--- src/rtl/result_byte_streamer.sv ---
// Captures each 16-bit result on the rising edge of done into a small FIFO and
// streams the buffered words out MSB byte first over an 8-bit valid/ready port.
module result_byte_streamer #(
    parameter int DATA_W = 16,
    parameter int DEPTH  = 4
) (
    input  logic              clk,
    input  logic              reset,
    input  logic              done,
    input  logic [DATA_W-1:0] dout,
    output logic [7:0]        m_data,
    output logic              m_valid,
    input  logic              m_ready,
    output logic              fifo_full,
    output logic              overflow,
    output logic              idle
);

    localparam int NBYTES = DATA_W / 8;
    localparam int PTR_W  = $clog2(DEPTH);
    localparam int CNT_W  = $clog2(DEPTH + 1);
    localparam int IDX_W  = (NBYTES > 1) ? $clog2(NBYTES) : 1;

    localparam logic [CNT_W-1:0] FULL_CNT = CNT_W'(DEPTH);
    localparam logic [IDX_W-1:0] LAST_IDX = IDX_W'(NBYTES - 1);

    typedef enum logic {
        IDLE,
        SEND
    } state_t;

    state_t             state_q, state_d;
    logic               done_q;
    logic [PTR_W-1:0]   wr_ptr_q, wr_ptr_d;
    logic [PTR_W-1:0]   rd_ptr_q, rd_ptr_d;
    logic [CNT_W-1:0]   count_q, count_d;
    logic [IDX_W-1:0]   idx_q, idx_d;
    logic [DATA_W-1:0]  shift_q, shift_d;
    logic               m_valid_q, m_valid_d;
    logic               full_q, full_d;
    logic               ovf_q, ovf_d;
    logic               idle_q, idle_d;
    logic               capture, push, pop;
    logic [DATA_W-1:0]  mem [DEPTH];

    always_comb begin
        capture  = done && !done_q;
        push     = capture && (count_q != FULL_CNT);
        pop      = 1'b0;
        state_d  = state_q;
        idx_d    = idx_q;
        shift_d  = shift_q;

        case (state_q)
            IDLE: begin
                if (count_q != '0) begin
                    pop     = 1'b1;
                    idx_d   = '0;
                    shift_d = mem[rd_ptr_q];
                    state_d = SEND;
                end
            end
            SEND: begin
                if (m_ready) begin
                    if (idx_q != LAST_IDX) begin
                        idx_d   = idx_q + IDX_W'(1);
                        shift_d = shift_q << 8;
                    // Back-to-back words: reload at the last handshake so no bubble appears.
                    end else if (count_q != '0) begin
                        pop     = 1'b1;
                        idx_d   = '0;
                        shift_d = mem[rd_ptr_q];
                    end else begin
                        state_d = IDLE;
                    end
                end
            end
            default: state_d = IDLE;
        endcase

        wr_ptr_d  = wr_ptr_q + PTR_W'(push);
        rd_ptr_d  = rd_ptr_q + PTR_W'(pop);
        count_d   = count_q + CNT_W'(push) - CNT_W'(pop);
        m_valid_d = (state_d == SEND);
        full_d    = (count_d == FULL_CNT);
        ovf_d     = ovf_q || (capture && (count_q == FULL_CNT));
        idle_d    = (state_d == IDLE) && (count_d == '0);
    end

    always_ff @(posedge clk) begin
        if (!reset) begin
            state_q   <= IDLE;
            done_q    <= 1'b0;
            wr_ptr_q  <= '0;
            rd_ptr_q  <= '0;
            count_q   <= '0;
            idx_q     <= '0;
            shift_q   <= '0;
            m_valid_q <= 1'b0;
            full_q    <= 1'b0;
            ovf_q     <= 1'b0;
            idle_q    <= 1'b1;
        end else begin
            state_q   <= state_d;
            done_q    <= done;
            wr_ptr_q  <= wr_ptr_d;
            rd_ptr_q  <= rd_ptr_d;
            count_q   <= count_d;
            idx_q     <= idx_d;
            shift_q   <= shift_d;
            m_valid_q <= m_valid_d;
            full_q    <= full_d;
            ovf_q     <= ovf_d;
            idle_q    <= idle_d;
        end
    end

    // Storage needs no reset; pointers and count define what is valid.
    always_ff @(posedge clk) begin
        if (reset && push) begin
            mem[wr_ptr_q] <= dout;
        end
    end

    assign m_data    = shift_q[DATA_W-1 -: 8];
    assign m_valid   = m_valid_q;
    assign fifo_full = full_q;
    assign overflow  = ovf_q;
    assign idle      = idle_q;

endmodule

--- config.mk ---
export PLATFORM = sky130hd
export DESIGN_NAME = result_byte_streamer
export DESIGN_NICKNAME = d
export VERILOG_FILES = /design/src/rtl/result_byte_streamer.sv
export SDC_FILE = /design/constraint.sdc
export NUM_CORES = 1
export LEC_CHECK = 0
export CAP_MARGIN = 20
export CORE_AREA = 2 2 100 102
export DETAILED_ROUTE_END_ITERATION = 10
export DIE_AREA = 0 0 102 104
export SLEW_MARGIN = 20
export SYNTH_ARGS = -nofsm -noshare
export SYNTH_HDL_FRONTEND = slang
export SYNTH_SLANG_ARGS = --single-unit
--- constraint.sdc ---
create_clock -name clk -period 6 [get_ports clk]
set_clock_uncertainty 0.05 [all_clocks]
set_input_delay 0.9 -clock clk [delete_from_list [all_inputs] [get_ports clk]]
set_output_delay 0.9 -clock clk [all_outputs]
set_load 0.1 [all_outputs]
==> reports/qor.csv <==
stage,metric,value,unit
outcome,status,"finished, final reports clean",
pwr,switch share,37.25,%
min_path,Worst Min Path Start,overflow,
place,Final HPWL DP,4.182,mm
yosys,post-synthesis cell type count,33,
floorplan,starting density of the core,39.05,%
yosys,Gate Count Post-Synth,239,
clocking,Num CTS Buffers,9,
pwr,sw power,0.0007102,W
place,quantity of I/O buffers inserted on ports,31,
setup_path,reg2reg path depth,10,
pwr,share of total power in the clock network,20.9,%
setup_path,CP max FO,18,
setup_path,crit path kind,in2reg,
final_layout,Final Core Density,44.98,%
setup_path,Worst Path Required,6.18,ns
yosys,post-synthesis sequential area ratio,67.11,%
setup_path,Worst Setup End Kind,flop,
clocking,post-CTS sizing,0,
yosys,ys async rst share,0,%
yosys,Yosys top cell area share,51.54,%
pwr,static leakage,1.426,nW
sta,final worst-path cycle share,65.06,%
yosys,Syn Std Cell Area,0.003729,mm^2
clocking,post-CTS setup buffer count,0,
floorplan,Core Region,0.009549,mm^2
min_path,hold depth,2,
sta,hold slack,0.4429,ns
sta,RSZ-0062 raised after global routing,false,
clocking,Clock transition at path regs,0.08,ns
grt,initial antenna violation count,0,
yosys,dominant cells by area after synthesis,"edfxtp_1 52%, dfxtp_1 16%, mux4_1 6.3%, mux4_2 4.2%, nor2b_1 2.2%",
final_layout,Ant. Diodes,0,
setup_path,arrival time at the worst endpoint,4.09,ns
sta,# setup viols final,0,
flow_run,max cap viols,0,
sta,Final min period,3.904,ns
detailed_routing,drt total wl,6.428,mm
sta,setup TNS,0,ns
place,Placed Instances,385,
yosys,cell taking the most area after synthesis,edfxtp_1,
clocking,clock latency on the worst-skew pair,0.35,ns
clocking,clock sinks,93,
sta,Worst Tran Pin Value,1.056,ns
sta,Slew Limit Headroom,29.51,%
sta,final hold vios,0,
pwr,Int Pwr,0.001197,W
sta,Final Max Slew Viols,0,
yosys,dominant synthesized flop cell,edfxtp_1,
detailed_routing,drt via density,4.888,
grt,first-pass GRT wire length,10.29,mm
pwr,sequential share of power,45.1,%
detailed_routing,drt drc,0,
grt,gr usage total,12.93,%
setup_path,Critical Path Source,m_ready,
clocking,Max Buffers Root-to-Sink,2,
detailed_routing,DR WL/cell,16.03,um
floorplan,Rows,36,
final_layout,ratio of cells with drive above 1 in the final layout,10.07,%
final_layout,Nets,288,
yosys,Post-Syn Nets,264,
detailed_routing,Antenna Violating Nets Remaining,0,
sta,FMAX,256.2,MHz
yosys,syn_area_per_cell,15.60,um^2
grt,number of global-route vias before repair,1960,
detailed_routing,Via Count,1960,
pwr,Worst VDD drop,201.3,uV
setup_path,Setup crit start kind,input port,
yosys,Commonest cells post-synth,"64 x edfxtp_1, 29 x dfxtp_1, 18 x nor2_1, 13 x nor2b_1, 11 x nand2_1",
pwr,power density cells,443.9,mW/mm^2
clocking,CTS tree,built,
floorplan,die height,104,um
floorplan,Top Ports,32,
final_layout,Finished Layout Cells,401,
yosys,post-synthesis register bit count,93,
floorplan,die width,102,um
yosys,most frequent cell after synthesis,edfxtp_1,
clocking,H-tree Lvls,3,
grt,largest net degree at the start of global routing,31,
pwr,combinational share of power,34.0,%
clocking,CTS Hold Bufs,0,
yosys,Post-synth EDFFs,64,
grt,GR Overflow Total,0,
yosys,Synth Warn #,0,
floorplan,die area,0.01061,mm^2
setup_path,launching point of the worst reg2reg path,idx_q,
place,GPL Wtd Cong,0.7345,
detailed_routing,Initial DRT Pass Iterations,4,
clocking,clock root buffer,clkbuf_8,
min_path,hold crit path type,reg2reg,
final_layout,Syn-to-layout area delta,15.20,%
detailed_routing,DRT iter0 DRCs,83,
sequential cells by signal, summed over array words and instances, names as in the netlist:
register   count
count_q        3
done_q         1
fifo_full      1
idle           1
idx_q          1
m_valid        1
mem           64
overflow       1
rd_ptr_q       2
shift_q       16
wr_ptr_q       2
cell usage in the layout, fill, tap and decap left out, drive strengths merged, types with 3 or more instances in the layout:
cell,count
dfxtp,29
clkbuf,12
inv,5
a221oi,7
o21ai,9
nor2,18
mux4,16
and2,6
clkdlybuf4s50,31
a22oi,10
edfxtp,64
ha,4
nor2b,13
nor3b,9
clkinvlp,3
nand2,11
layer usage:
layer  global-route usage (%)  up-vias  share of wire, %
li1                         -      947                 -
met1                    18.06      977                48
met2                    19.22       31                48
met3                    3.024        5               2.5
met4                    5.714        0               1.2
met5                        0        -                 0
cell type report:
cell class                 count  area [um^2]
fill                         891         5254
multi-input combinational    121         1095
tap                          133        166.4
inverter                       5        18.77
sequential                    93         2502
timing repair buffer          33        325.3
clock inverter                 4        52.55
clock buffer                  12        135.1
worst paths after layout:
check / end / slack, ns
min reg2reg: overflow / 0.44
min: overflow / 0.44
max: idle / 2.10
max reg2reg: idle / 2.95
stage by stage:
step | worst slack [ns] | total power (W) | area [um^2]
2_1_floorplan | 2.713 | 0.001408 | 3729
3_3_place_gp | 1.862 | 0.001516 | 4108
3_5_place_dp | 1.765 | 0.001526 | 4108
4_1_cts | 2.107 | 0.001925 | 4295
5_1_grt | 1.741 | 0.002011 | 4295
6_report | 2.096 | 0.001907 | 4295
cell families (layout without fill, tap and decap cells):
family,after synthesis,in the layout,synth area share (%)
simple gates,63,63,8.926
xor+xnor,4,4,0.9398
compound gates,33,33,6.476
flops,93,93,67.11
fa+ha+maj,5,5,1.879
buf+inv,25,54,4.094
mux,16,16,10.57
critical path, cell delays in order:
cell and delay, ns:
clkdlybuf4s50_1 0.78, a21boi_0 0.27, nor2_1 0.57, ha_1 0.34, inv_1 0.05, ha_1 0.12
inv_1 0.05, fa_1 0.38, xnor2_1 0.20, xnor2_1 0.10, o41ai_1 0.33
power by group through the flow:
stage / clock [W] / sequential (W) / combinational [W]
detailed placement: 0 / 0.000876 / 0.000650
global placement: 0 / 0.000874 / 0.000642
floorplan: 0 / 0.000863 / 0.000545
finish: 0.000398 / 0.000860 / 0.000649
CTS: 0.000413 / 0.000862 / 0.000651
global route: 0.000439 / 0.000874 / 0.000699
Note: power is estimated with default switching activity, not from simulation.
